==> config.mk <==
export PLATFORM = sky130hd
export DESIGN_NAME = fb_fill_writer
export DESIGN_NICKNAME = d
export VERILOG_FILES = /design/src/rtl/fb_fill_writer.sv
export SDC_FILE = /design/constraint.sdc
export NUM_CORES = 1
export LEC_CHECK = 0
export BUFFER_PORTS_ARGS = -buffer_cell sky130_fd_sc_hd__buf_2
export CAP_MARGIN = 5
export CORE_ASPECT_RATIO = 1.1
export CORE_MARGIN = 4
export CORE_UTILIZATION = 51
export CTS_BUF_LIST = sky130_fd_sc_hd__clkbuf_4
export CTS_CLUSTER_DIAMETER = 30
export DETAILED_ROUTE_END_ITERATION = 12
export PLACE_DENSITY_LB_ADDON = 0.12
export SYNTH_ARGS = -nofsm -noshare
export SYNTH_HDL_FRONTEND = slang
export SYNTH_SLANG_ARGS = --single-unit
==> constraint.sdc <==
create_clock -name clock -period 5.4 [get_ports clock]
set_input_delay 0 -clock clock [delete_from_list [all_inputs] [get_ports clock]]
set_output_delay 0 -clock clock [all_outputs]
set_load 0.02 [all_outputs]
==> src/rtl/fb_fill_writer.sv <==
// fb_fill_writer
//   Fills an axis-aligned rectangle of a 32-bpp frame buffer with a solid colour.
//   Writes go out as Avalon-MM write bursts of 64-bit words, two pixels per word.
//   Partial words at odd row edges are masked with byteenable.
//
// Ports
//   clock, reset_n            system clock, asynchronous active-low reset
//   cmd_valid/cmd_ready       command handshake (ready only while idle)
//   cmd_x0/x1, cmd_y0/y1      inclusive rectangle bounds
//   cmd_color                 fill colour {x,R,G,B}
//   busy, done, error         status; error is qualified by done
//   address, burstcount, write, writedata, byteenable, waitrequest, read
//                             Avalon-MM master (write-only)
//   debug_value0/1            beat / stall counters
//
// Optional feature: define FB_FILL_WRITER_STATS_EN to build the counters.
// Without it, debug_value0/1 are constant 0.
module fb_fill_writer #(
  parameter logic [29:0] ADDRESS   = 30'h3800_0000,
  parameter int unsigned WIDTH     = 800,
  parameter int unsigned HEIGHT    = 480,
  parameter int unsigned BURST_MAX = 16
) (
  input  logic        clock,
  input  logic        reset_n,
  input  logic        cmd_valid,
  output logic        cmd_ready,
  input  logic [9:0]  cmd_x0,
  input  logic [9:0]  cmd_x1,
  input  logic [9:0]  cmd_y0,
  input  logic [9:0]  cmd_y1,
  input  logic [31:0] cmd_color,
  output logic        busy,
  output logic        done,
  output logic        error,
  output logic [28:0] address,
  output logic [7:0]  burstcount,
  input  logic        waitrequest,
  output logic [63:0] writedata,
  output logic [7:0]  byteenable,
  output logic        write,
  output logic        read,
  output logic [31:0] debug_value0,
  output logic [31:0] debug_value1
);

  localparam logic [28:0] BASE_WORD = 29'(ADDRESS >> 3);
  localparam logic [19:0] HALF_W    = 20'(WIDTH / 2);

  typedef enum logic [2:0] {IDLE, CHECK, SETUP, BURST, FINISH} state_t;

  state_t      state_q, state_d;
  logic [9:0]  x0_q, x0_d, x1_q, x1_d, y0_q, y0_d, y1_q, y1_d, y_q, y_d;
  logic [31:0] color_q, color_d;
  logic [19:0] word_q, word_d;
  logic [15:0] row_left_q, row_left_d;
  logic [7:0]  beats_left_q, beats_left_d;
  logic        first_q, first_d;
  logic        err_q, err_d;
  logic [28:0] address_q, address_d;
  logic [7:0]  burstcount_q, burstcount_d;

  logic [9:0]  y_next;
  logic [19:0] row_start;
  logic [15:0] row_beats;
  logic        invalid;
  logic [7:0]  be;

  // WIDTH is even, so every row starts on a fresh word offset by y*WIDTH/2
  // and the beat count per row depends only on x0/x1.
  always_comb begin
    y_next    = (state_q == CHECK) ? y0_q : y_q + 10'd1;
    row_start = 20'(y_next) * HALF_W + {11'b0, x0_q[9:1]};
    row_beats = {7'b0, x1_q[9:1]} - {7'b0, x0_q[9:1]} + 16'd1;
    invalid   = (x1_q < x0_q) || (y1_q < y0_q) ||
                (32'(x1_q) >= WIDTH) || (32'(y1_q) >= HEIGHT);
  end

  always_comb begin
    state_d      = state_q;
    x0_d         = x0_q;
    x1_d         = x1_q;
    y0_d         = y0_q;
    y1_d         = y1_q;
    y_d          = y_q;
    color_d      = color_q;
    word_d       = word_q;
    row_left_d   = row_left_q;
    beats_left_d = beats_left_q;
    first_d      = first_q;
    err_d        = err_q;
    address_d    = address_q;
    burstcount_d = burstcount_q;
    case (state_q)
      IDLE: begin
        if (cmd_valid) begin
          x0_d    = cmd_x0;
          x1_d    = cmd_x1;
          y0_d    = cmd_y0;
          y1_d    = cmd_y1;
          color_d = cmd_color;
          state_d = CHECK;
        end
      end
      CHECK: begin
        if (invalid) begin
          err_d   = 1'b1;
          state_d = FINISH;
        end else begin
          err_d      = 1'b0;
          y_d        = y0_q;
          word_d     = row_start;
          row_left_d = row_beats;
          first_d    = 1'b1;
          state_d    = SETUP;
        end
      end
      SETUP: begin
        address_d    = BASE_WORD + 29'(word_q);
        burstcount_d = (row_left_q > 16'(BURST_MAX)) ? 8'(BURST_MAX) : row_left_q[7:0];
        beats_left_d = burstcount_d;
        state_d      = BURST;
      end
      BURST: begin
        if (!waitrequest) begin
          row_left_d   = row_left_q - 16'd1;
          beats_left_d = beats_left_q - 8'd1;
          word_d       = word_q + 20'd1;
          first_d      = 1'b0;
          if (beats_left_q == 8'd1) begin
            if (row_left_q != 16'd1) begin
              state_d = SETUP;
            end else if (y_q < y1_q) begin
              y_d        = y_q + 10'd1;
              word_d     = row_start;
              row_left_d = row_beats;
              first_d    = 1'b1;
              state_d    = SETUP;
            end else begin
              state_d = FINISH;
            end
          end
        end
      end
      FINISH: state_d = IDLE;
      default: state_d = IDLE;
    endcase
  end

  always_ff @(posedge clock or negedge reset_n) begin
    if (!reset_n) begin
      state_q      <= IDLE;
      x0_q         <= '0;
      x1_q         <= '0;
      y0_q         <= '0;
      y1_q         <= '0;
      y_q          <= '0;
      color_q      <= '0;
      word_q       <= '0;
      row_left_q   <= '0;
      beats_left_q <= '0;
      first_q      <= 1'b0;
      err_q        <= 1'b0;
      address_q    <= '0;
      burstcount_q <= '0;
    end else begin
      state_q      <= state_d;
      x0_q         <= x0_d;
      x1_q         <= x1_d;
      y0_q         <= y0_d;
      y1_q         <= y1_d;
      y_q          <= y_d;
      color_q      <= color_d;
      word_q       <= word_d;
      row_left_q   <= row_left_d;
      beats_left_q <= beats_left_d;
      first_q      <= first_d;
      err_q        <= err_d;
      address_q    <= address_d;
      burstcount_q <= burstcount_d;
    end
  end

  // Edge masks derive from the row position registers, so they stay put
  // while waitrequest stalls a beat.
  always_comb begin
    be = 8'hFF;
    if (first_q && x0_q[0])                be = be & 8'hF0;
    if ((row_left_q == 16'd1) && !x1_q[0]) be = be & 8'h0F;
  end

  assign cmd_ready  = (state_q == IDLE);
  assign busy       = (state_q != IDLE);
  assign done       = (state_q == FINISH);
  assign error      = (state_q == FINISH) && err_q;
  assign write      = (state_q == BURST);
  assign read       = 1'b0;
  assign address    = address_q;
  assign burstcount = burstcount_q;
  assign writedata  = {color_q, color_q};
  assign byteenable = (state_q == BURST) ? be : '0;

`ifdef FB_FILL_WRITER_STATS_EN
  logic [31:0] beat_cnt_q, beat_cnt_d, stall_cnt_q, stall_cnt_d;

  always_comb begin
    beat_cnt_d  = beat_cnt_q;
    stall_cnt_d = stall_cnt_q;
    if (write && !waitrequest) beat_cnt_d  = beat_cnt_q + 32'd1;
    if (write && waitrequest)  stall_cnt_d = stall_cnt_q + 32'd1;
  end

  always_ff @(posedge clock or negedge reset_n) begin
    if (!reset_n) begin
      beat_cnt_q  <= '0;
      stall_cnt_q <= '0;
    end else begin
      beat_cnt_q  <= beat_cnt_d;
      stall_cnt_q <= stall_cnt_d;
    end
  end

  assign debug_value0 = beat_cnt_q;
  assign debug_value1 = stall_cnt_q;
`else
  assign debug_value0 = '0;
  assign debug_value1 = '0;
`endif

endmodule
=== After elaboration in Yosys (flattened, before gate mapping) ===
Index checks and enable logic that the tools add are counted.

* Register bits: 168
* Word-level logic and storage cells: 97

* $add $sub $neg: 8
* Multiply operators: 1
* $lt $le $gt $ge: 6
* Eq/ne operators: 13
* Mux-type cells: 39
* Reductions and logical operators: 16

{| class="wikitable"
|+ Operator list
! operator !! count
|-
| $mux W20 || 5
|-
| $mux W16 || 5
|-
| $mux W10 || 6
|-
| $pmux W20 S2 || 1
|-
| $mux W8 || 4
|-
| $pmux W16 S2 || 1
|-
| $lt A10 B10 Y1 || 3
|-
| $add A27 B20 Y28 const A || 1
|-
| $add A19 B9 Y20 || 1
|-
| $add A20 B1 Y20 const B || 1
|-
| $pmux W10 S2 || 1
|-
| $mux W3 || 6
|-
| $eq A16 B1 Y1 const B || 1
|-
| $gt A16 B5 Y1 const B || 1
|-
| $ne A16 B1 Y1 const B || 1
|-
| $pmux W8 S2 || 1
|-
| $sub A16 B1 Y16 const B || 1
|-
| $mul A10 B5 Y15 const B || 1
|-
| $pmux W3 S4 || 1
|-
| $add A10 B2 Y11 const B || 1
|-
| $add A10 B1 Y10 const B || 1
|-
| $ge A10 B10 Y1 const B || 1
|-
| $ge A10 B9 Y1 const B || 1
|-
| $sub A9 B9 Y10 || 1
|-
| other kinds (19) || 36
|}

=== Logic depth before layout (Yosys ltp) ===
Gate-level depths: netlist (run 1).

* Depth in word-level cells: 9
* Depth in mapped cells: 20
* Mapped depth without buffers: 20

=== Worst setup path after synthesis (run 1) ===
Ideal clock, no wire load.

* Path type: register -> register
* Start: register state_q[0]
* End: register word_q[17]
* Setup time: 94 ps
* Arrival: 4907 ps
* Data required time: 5306 ps
* Slack: 399 ps
* Cell stages (with the launch flop): 19
* Period minus slack after synthesis: 5001 ps
* Path through: dfrtp_1 > clkbuf_1 > inv_1 > nor3_1 > clkbuf_1 > nor2_1 > a21oi_1 > ha_1 > ha_1 > fa_1 > ha_1 > a211oi_1 > nor2_1 > o31ai_1 > a21boi_0 > nor4bb_1 > and3_1 > xnor2_1 > a211oi_1

* Cells in the longest elaborated chain, start to end: 9
* Elaborated cells between the ends (all ways): 15
* Those cells by class: add/sub (1); mul (1); eq/ne (4); mux (7); reduce/logical (2)

{| class="wikitable"
|+ Ends and longest elaborated chain
! element !! line !! text
|-
| start: declaration || 52 || <nowiki>state_t state_q, state_d;</nowiki>
|-
| start signal: assignment || 167 || <nowiki>state_q <= state_d;</nowiki>
|-
| $eq A3 B1 Y1 || 72, 94 ||
|-
| $mux W10 || 72 || <nowiki>y_next = (state_q == CHECK) ? y0_q : y_q + 10'd1;</nowiki>
|-
| $mul A10 B5 Y15 || 73 || <nowiki>row_start = 20'(y_next) * HALF_W + {11'b0, x0_q[9:1]};</nowiki>
|-
| $add A19 B9 Y20 || 73 ||
|-
| $mux W20 || 133 || <nowiki>end else if (y_q < y1_q) begin</nowiki>
|-
| $mux W20 || 131 || <nowiki>if (row_left_q != 16'd1) begin</nowiki>
|-
| $mux W20 || 130 || <nowiki>if (beats_left_q == 8'd1) begin</nowiki>
|-
| $mux W20 || 125 || <nowiki>if (!waitrequest) begin</nowiki>
|-
| $pmux W20 S2 || 94 || <nowiki>case (state_q)</nowiki>
|-
| end signal: assignment || 174 || <nowiki>word_q <= word_d;</nowiki>
|-
| end: declaration || 55 || <nowiki>logic [19:0] word_q, word_d;</nowiki>
|}

Several ways; a longest one is shown, not always the timed one. The select of a mux whose other input is x is not followed.
A chain may end at the register's enable or synchronous reset.

=== Worst setup path in the final report (run 1) ===
Same ends and word-level chain as after synthesis.

==> results.md, run 1 <==
- Share of flip-flops with an asynchronous set or reset: 1.00
- Setup crit start kind: flop
- Clk_lat worst skew: about 580 ps
- Post-Syn Area: 0.0106 mm^2
- HPWL after DPL: 19,700 um
- CTS tree: done
- WP data required: a little under 6000 ps
- Count of warnings emitted by yosys: 0
- Post-synth top area cell: dfrtp_1
- Gr usage total: 0.234
- Slew Limit Fails: 0
- Mux cell area share after synthesis: 0.0526
- Post-Synthesis Cells: 1,188
- Clk pin slew, worst setup/hold paths: between 150 and 200 ps
- Dpl cells: 1,560
- Finished Layout Cells: 1,670
- Largest net degree at the start of global routing: roughly 100
- CTS root buffer: clkbuf_4
- CTS Buf Count: 17
- Crit path kind: reg2reg
- Top cells by area, synth: dfrtp_1, ha_1, buf_4
- CTS Buffer Depth: 2
- Routed vias/inst: 5.30
- Share of the cycle needed by the critical path after routing: 0.927
- Rel. slew slack: 0.276
- Die W: 145 um
- Syn Area/Cell: 8.92 um^2
- Final net count: 1,557
- Hold WS: 70.2 ps
- Remaining antenna violation count: 0
- Routed wire length: 27,200 um
- Crit Path Max Fanout: 25
- Share of the synthesized area in the top cell type: 0.378
- Yosys cell types: 69
- Final setup fails: 0
- Setup TNS: 0 ps
- DRC violations left: 0
- Max-cap viol count: 0
- Worst EP arrival: 5500 ps
- Chip Height: roughly 160 um
- Most common cell after layout, fill and taps aside: buf_2
- Area delta synth->final: 16.1%
- Peak Freq: 200 MHz
- CP endpoint kind: flop
- # resized after CTS: 0
- Starting DRC count in detailed routing: ~580
- EDFF count, synth: 0
- Yosys reg bits: 160
- DR vias: approximately 8,900
- Simple-gate area share of the yosys netlist: 0.169
- CTS Sinks: 160
- Adder-Cell Fraction of Synth Area: 0.101
- Initial antenna violation count: 1
- Share of cells above drive strength 1: 0.205
- H-Tree Depth: 4
- Core area: 0.0205 mm^2
- First-pass GRT wire length: 44,600 um
- Status: completed
- Sequential fraction of the synthesis area: 0.378
- Number of detailed-route iterations in the first pass: 5
- Prevailing post-synth register cell: dfrtp_1
- Largest family of logic cells by synthesized area: simple AND/OR/NAND/NOR gates
- Top-level I/O count: 255
- RSZ-0062 raised after global routing: false
- Fin. Hold Viols: 0
- Commonest non-fill, non-tap cells in the layout: buf_2, dfrtp_1, nand2_1
- Synth Area in XOR/XNOR: 0.0289
- Vias in the first global route: around 8,700
- Final GP Congestion: 0.851
- Row count: 55
- Die area: ~0.023 mm^2
- Worst hold path type: in2async
- Number of fill cells: 1,809
- Tmin final: 5010 ps
- Worst-margin pin slew: 1080 ps
- I/O Buffers: 183
- DR WL/cell: 16.3 um
- Gr ovfl total: 0
- Initial Util: 0.517
- Post-synthesis compound-gate area fraction: 0.152
- Post-Route Skew: 34.1 ps
repair_timing:
item                                   CTS  global route
hold buffers                            77             0
endpoints found under the hold margin  177             0
setup buffers                            0             0
routing by layer:
metal  GRT usage  wire (um)  up-vias
met5           0          0        -
met4      0.0492        264        0
met3      0.0455       1440       20
met2       0.399      13200      283
met1       0.314      12300     4168
li1            -          -     4382
worst paths after layout:
check,endpoint,slack (ps),cells past startpoint,startpoint
setup / recovery,word_q[17],390,17,state_q[0]
hold / removal,beats_left_q[0],70,2,reset_n
setup reg to reg,word_q[17],390,17,state_q[0]
hold reg to reg,address[17],480,2,address[17]
max in group asynchronous,y0_q[8],3980,3,reset_n
min in group clock,y0_q[4],150,4,cmd_y0[4]
cell usage after synthesis (13+ instances only):
| cell type | count |
|---|---|
| inv_1 | 69 |
| xor2_1 | 13 |
| ha_1 | 74 |
| nor3_1 | 25 |
| o21ai_0 | 95 |
| xnor2_1 | 22 |
| a21oi_1 | 57 |
| buf_4 | 111 |
| nand3_1 | 30 |
| nor2_1 | 77 |
| and3_1 | 17 |
| nand4_1 | 13 |
| mux2_2 | 45 |
| dfrtp_1 | 160 |
| clkbuf_1 | 31 |
| nand2_1 | 153 |
per-stage QoR:
step / utilization / setup WS [ps] / area [um^2]
2_1_floorplan: - / 399 / 10900
3_3_place_gp: 0.547 / 549 / 11200
3_5_place_dp: 0.547 / 485 / 11200
4_1_cts: 0.600 / 418 / 12300
5_1_grt: 0.600 / 71.8 / 12300
6_report: 0.600 / 394 / 12300
area by class of cell:
class | count | area [um^2] | share of cell area
Inverter | 69 | 259 | 0.0211
Multi-Input combinational cell | 877 | 5600 | 0.456
Clock inverter | 14 | 169 | 0.0137
Sequential cell | 160 | 4000 | 0.326
Tap cell | 256 | 320 | 0.0260
Clock buffer | 18 | 135 | 0.0110
Timing Repair Buffer | 275 | 1810 | 0.147
Antenna cell | 1 | 2.50 | 0.000203
critical path, cell delays in order (launching register included):
cell and delay, ps:
dfrtp_1 500, inv_1 130, nor3_2 180, buf_4 260, mux2_2 430, ha_1 300, ha_1 300, ha_1 320
fa_1 490, a211oi_1 250, nor2_1 110, o31ai_1 350, a21boi_0 400, nor4bb_1 260, buf_4 170, and3_1 180
xnor2_1 70, a211oi_1 210
cells by family (layout without fill, tap and decap cells):
group	Yosys count	in the layout
other	1	72
muxes	50	50
AOI/OAI and AO/OA	261	261
and+or+nand+nor	379	379
adders and majority gates	81	81
DFF	160	160
buffers and inverters	221	376
xor gates and xnor gates	35	35
flip-flops by register name, summed over array words and instances, names as in the netlist:
signal / count
burstcount: 8
err_q: 1
y0_q: 10
y1_q: 10
first_q: 1
color_q: 32
beats_left_q: 8
state_q: 3
y_q: 10
word_q: 20
address: 21
row_left_q: 16
x1_q: 10
x0_q: 10
Power of run 1 is not shown: default switching activity piles up to over one toggle a cycle in this logic, so the estimate is an artifact.
==> run 2, diff against run 1 <==
--- a/config.mk
+++ b/config.mk
@@ -9,9 +9,8 @@
 export CAP_MARGIN = 5
 export CORE_ASPECT_RATIO = 1.1
 export CORE_MARGIN = 4
-export CORE_UTILIZATION = 51
+export CORE_UTILIZATION = 45
 export CTS_BUF_LIST = sky130_fd_sc_hd__clkbuf_4
-export CTS_CLUSTER_DIAMETER = 30
 export DETAILED_ROUTE_END_ITERATION = 12
 export PLACE_DENSITY_LB_ADDON = 0.12
 export SYNTH_ARGS = -nofsm -noshare
==> results.md, run 2 (synthesized netlist as in run 1, its figures left out) <==
- Status: completed
- CP endpoint kind: flop
- Routed wire length: 27,700 um (+1.6%)
- CTS tree: done
- WP data required: 5900 ps (about the same)
- Slowest cell on crit path: dfrtp_1
- Number of detailed-route iterations in the first pass: 5 (unchanged)
- Worst-path cell chain: inv_1 > nor3_2 > mux2_2 > ha_1 > ha_1 > ha_1 > fa_1 > a211oi_1 > nor2_1 > o31ai_1 > a21boi_1 > nor4bb_4 > and3_1 > xnor2_1 > a211oi_1
- Worst-margin pin slew: 1090 ps (+3.94 ps)
- Clk_lat worst skew: 590 ps (about the same)
- Largest Register: color_q
- CTS root buffer: clkbuf_4
- Area delta synth->final: 16.3%
- Die area: 0.0261 mm^2 (+13%)
- First-pass GRT wire length: 45,200 um (+1.3%)
- CTS Sinks: 160 (unchanged)
- Reg2Reg Setup Slack: 540 ps (+140 ps)
- Commonest non-fill, non-tap cells in the layout: buf_2, dfrtp_1, nand2_1
- RSZ-0062 raised after global routing: false
- CP peak stage delay: 500 ps (about the same)
- Flip-flop and latch area: 0.00400 mm^2 (unchanged)
- Core area: 0.0230 mm^2 (+12%)
- Remaining antenna violation count: 0 (unchanged)
- Setup TNS: 0 ps (unchanged)
- I/O Buffers: 183 (unchanged)
- Initial antenna violation count: 1 (unchanged)
- Share of the cycle needed by the critical path after routing: 0.900 (-0.0267)
- Rel. slew slack: 0.274 (-0.00263)
- Worst EP arrival: 5360 ps (-140 ps)
- Largest register FFs: 32 (unchanged)
- CTS Buf Count: 17 (unchanged)
- Die W: 154 um (+6.1%)
- Crit path kind: reg2reg
- Peak Freq: 206 MHz (+3.0%)
- Vias in the first global route: 8,747 (+1.1%)
- Top-level I/O count: 255 (unchanged)
- Worst hold path type: in2async
- Max-cap viol count: 0 (unchanged)
- CTS Buffer Depth: 2 (unchanged)
- HPWL after DPL: 20,200 um (+2.9%)
- Final GP Congestion: 0.873 (+2.6%)
- Largest net degree at the start of global routing: 100 (+1.0%)
- Share of cells above drive strength 1: 0.205 (unchanged)
- Post-Route Skew: 34.7 ps (+0.546 ps)
- Fin. Hold Viols: 0 (unchanged)
- Routed vias/inst: 5.14 (-3.0%)
- Final net count: 1,557 (unchanged)
- Chip Height: 169 um (+6.1%)
- Initial Util: 0.461 (-0.0561)
- DR vias: 8,810 (-0.49%)
- Clk pin slew, worst setup/hold paths: 150 ps (-20 ps)
- H-Tree Depth: 4 (unchanged)
- Row count: 58 (+5.5%)
- Slew Limit Fails: 0 (unchanged)
- Gr ovfl total: 0 (unchanged)
- DRC violations left: 0 (unchanged)
- Starting DRC count in detailed routing: 442 (-23%)
- Final setup fails: 0 (unchanged)
- DR WL/cell: 16.1 um (-1.1%)
- Multi-input logic area: 0.00562 mm^2 (+0.27%)
- Tmin final: 4860 ps (-144 ps)
- Setup crit start kind: flop
- Cell mode on critical path: ha_1
- Gr usage total: 0.212 (-0.0227)
- Crit Path Max Fanout: 9 (-64%)
- Number of fill cells: 2,122 (+17%)
- Most common cell after layout, fill and taps aside: buf_2
## run 2: changes by cell type in the layout (fill, tap and decap cells not counted)
cell,before,now
a21boi_0,2,1
clkinv_2,0,1
clkinvlp_4,1,3
dlygate4sd3_1,77,78
clkinv_4,3,2
nor4bb_1,1,0
nor4bb_4,0,1
bufinv_16,2,0
buf_4,15,14
a21boi_1,0,1
## run 2: per-layer routing
metal	part of all wire	wire length, um	global-route usage
met5	0	0	0
met3	0.055	1530	0.0363
met2	0.47	12900	0.349
met4	0.023	628	0.0645
met1	0.45	12600	0.287
## run 2: final timing paths
| path | start | depth (start not counted) | endpoint |
|---|---|---|---|
| worst min register to register | address[15] | 2 | address[15] |
| min in group clock | cmd_x0[7] | 4 | x0_q[7] |
| worst min-delay path | reset_n | 2 | burstcount[5] |
| worst max-delay path | state_q[0] | 15 | word_q[17] |
| max in group asynchronous | reset_n | 3 | row_left_q[4] |
| worst max register to register | state_q[0] | 15 | word_q[17] |
## run 2: repair_timing
item | CTS | global route
gates resized for setup | 0 | 3
setup buffers | 0 | 0
hold endpoints to repair | 178 | 0
hold buffers | 78 | 0
endpoints found under the setup margin | 0 | 5
## run 2: through the flow
step / setup WS (ps) / util / instances / hold WS [ps] / cell area (um^2)
global placement: 418 / 0.490 / 1603 / 189 / 11300
CTS: 211 / 0.535 / 1713 / 102 / 12300
finish: 539 / 0.536 / 1714 / 72.1 / 12300
floorplan: 399 / - / 1258 / -296 / 10900
detailed placement: 265 / 0.490 / 1603 / 192 / 11300
global route: 9.73 / 0.536 / 1714 / 129 / 12300
## run 2: critical path: cells and delay by family, from the launching register on
| kind | cells | cell delay [ps] |
|---|---|---|
| AOI/OAI and AO/OA | 4 | 1180 |
| muxes | 1 | 450 |
| buffers and inverters | 1 | 140 |
| adders and majority gates | 4 | 1410 |
| xor gates and xnor gates | 1 | 70 |
| and+or+nand+nor | 4 | 1020 |
| DFF | 1 | 500 |
## run 2: final cells by class
cell class	instances	share of cell area
inverter	69	0.0210
multi-input combinational	877	0.456
timing repair buffer	275	0.147
clock buffer	18	0.0110
tap	300	0.0305
clock inverter	14	0.00975
sequential	160	0.325
antenna	1	0.000203
Power of run 2 is left out for the same reason.
==> run 3, diff against run 2 <==
==> constraint.sdc (replaced) <==
create_clock -name clock -period 5.5 [get_ports clock]
set_input_delay 0 -clock clock [delete_from_list [all_inputs] [get_ports clock]]
set_output_delay 0 -clock clock [all_outputs]
set_load 0.02 [all_outputs]
==> results.md, run 3 (synthesized netlist as in run 1, its figures left out) <==
- Die W: 154 um (unchanged)
- CTS root buffer: clkbuf_4
- Post-Route Skew: 44.3 ps (+9.58 ps)
- Clk_lat worst skew: 610 ps (+20 ps)
- Top-level I/O count: 255 (unchanged)
- Vias in the first global route: 8,652 (-1.1%)
- Worst hold path type: in2async
- Status: completed
- Routed wire length: 27,600 um (-0.27%)
- CTS Buf Count: 17 (unchanged)
- RSZ-0062 raised after global routing: false
- Rel. slew slack: 0.269 (-0.00424)
- Area delta synth->final: 16.6%
- Starting DRC count in detailed routing: 398 (-10%)
- CP endpoint kind: flop
- HPWL after DPL: 20,000 um (-0.99%)
- Postcts setup bufs: 0 (unchanged)
- H-Tree Depth: 4 (unchanged)
- Initial Util: 0.461 (unchanged)
- CTS Sinks: 160 (unchanged)
- R2R Path Start: state_q[0]
- Gr ovfl total: 0 (unchanged)
- Peak Freq: 199 MHz (-3.2%)
- Worst EP arrival: 5530 ps (+170 ps)
- Most common cell after layout, fill and taps aside: buf_2
- Worst-margin pin slew: 1090 ps (+6.34 ps)
- Chip Height: 169 um (unchanged)
- Crit path kind: reg2reg
- Number of detailed-route iterations in the first pass: 5 (unchanged)
- DR vias: 8,844 (+0.39%)
- Clk pin slew, worst setup/hold paths: 170 ps (+20 ps)
- I/O Buffers: 183 (unchanged)
- Largest Register: color_q
- Slew Limit Fails: 0 (unchanged)
- Final GP Congestion: 0.849 (-2.8%)
- Remaining antenna violation count: 0 (unchanged)
- Setup crit start kind: flop
- Number of fill cells: 2,164 (+2.0%)
- WP data required: 6010 ps (+110 ps)
- DR WL/cell: 16.1 um (-0.16%)
- Gr usage total: 0.209 (-0.00281)
- Largest net degree at the start of global routing: 90 (-10%)
- Setup crit start: state_q[0]
- Tmin final: 5020 ps (+159 ps)
- Core area: 0.0230 mm^2 (unchanged)
- Row count: 58 (unchanged)
- Share of the cycle needed by the critical path after routing: 0.913 (+0.0126)
- DRC violations left: 0 (unchanged)
- Max-cap viol count: 0 (unchanged)
- Initial antenna violation count: 1 (unchanged)
- Share of cells above drive strength 1: 0.205 (+0.000290)
- Setup TNS: 0 ps (unchanged)
- Largest register FFs: 32 (unchanged)
- Commonest non-fill, non-tap cells in the layout: buf_2, dfrtp_1, nand2_1
- Die area: 0.0261 mm^2 (unchanged)
- Fin. Hold Viols: 0 (unchanged)
- CTS Buffer Depth: 2 (unchanged)
- First-pass GRT wire length: 44,600 um (-1.3%)
- Routed vias/inst: 5.17 (+0.50%)
- Crit Path Max Fanout: 25 (+16)
- Final net count: 1,555 (-0.13%)
- CTS tree: done
- Final setup fails: 0 (unchanged)
[run 3: cell count changes in the layout (fill, tap and decap cells not counted), sizes merged]
cell	change
clkbuf	-1
inv	+2
clkinv	+1
dlygate4sd3	-2
bufinv	+1
clkinvlp	-3
[run 3: critical path: stages (launching register included)]
cell and delay (ps):
dfrtp_1 520, inv_1 140, nor3_2 190, buf_4 260, mux2_2 430, ha_1 300
ha_1 300, ha_1 320, fa_1 490, a211oi_1 260, nor2_1 100, o31ai_1 350
a21boi_1 320, nor4bb_2 390, and3_1 260, xnor2_1 70, a211oi_1 240
[run 3: cell type report]
type | count | area (um^2) | share of cell area
antenna | 1 | 2.50 | 0.000203
clock buffer | 17 | 128 | 0.0103
clock inverter | 15 | 188 | 0.0152
inverter | 69 | 259 | 0.0210
multi-input combinational | 877 | 5610 | 0.454
sequential | 160 | 4000 | 0.324
tap | 300 | 375 | 0.0304
timing repair buffer | 273 | 1790 | 0.145
[run 3: layer usage]
metal | vias to the layer above | share of wire | track usage
li1 | 4382 | - | -
met1 | 4158 | 0.47 | 0.289
met2 | 274 | 0.47 | 0.339
met3 | 30 | 0.053 | 0.0378
met4 | 0 | 0.015 | 0.0557
met5 | - | 0 | 0
[run 3: worst paths after layout]
check,slack (ps),cells after the start,endpoint
hold reg to reg,490,2,address[16]
hold / removal,10,2,burstcount[5]
setup / recovery,480,16,word_q[17]
setup reg to reg,480,16,word_q[17]
min in group clock,100,4,y1_q[4]
max in group asynchronous,4050,3,x1_q[8]
[run 3: timing repair]
| item | 4_1_cts | 5_1_grt |
|---|---|---|
| hold buffers | 76 | 0 |
| gates resized for setup | 0 | 2 |
| endpoints found under the hold margin | 168 | 0 |
| setup endpoints to repair | 0 | 4 |
[run 3: through the flow]
stage / hold WS, ps / cell area [um^2] / utilization / setup WS, ps / cells
2_1_floorplan: -296 / 10900 / - / 499 / 1258
3_3_place_gp: 153 / 11300 / 0.490 / 452 / 1603
3_5_place_dp: 145 / 11300 / 0.490 / 340 / 1603
4_1_cts: 35.7 / 12300 / 0.537 / 284 / 1711
5_1_grt: 80.2 / 12400 / 0.537 / 64.3 / 1712
6_report: 10.8 / 12400 / 0.537 / 479 / 1712
Power of run 3 is left out for the same reason.
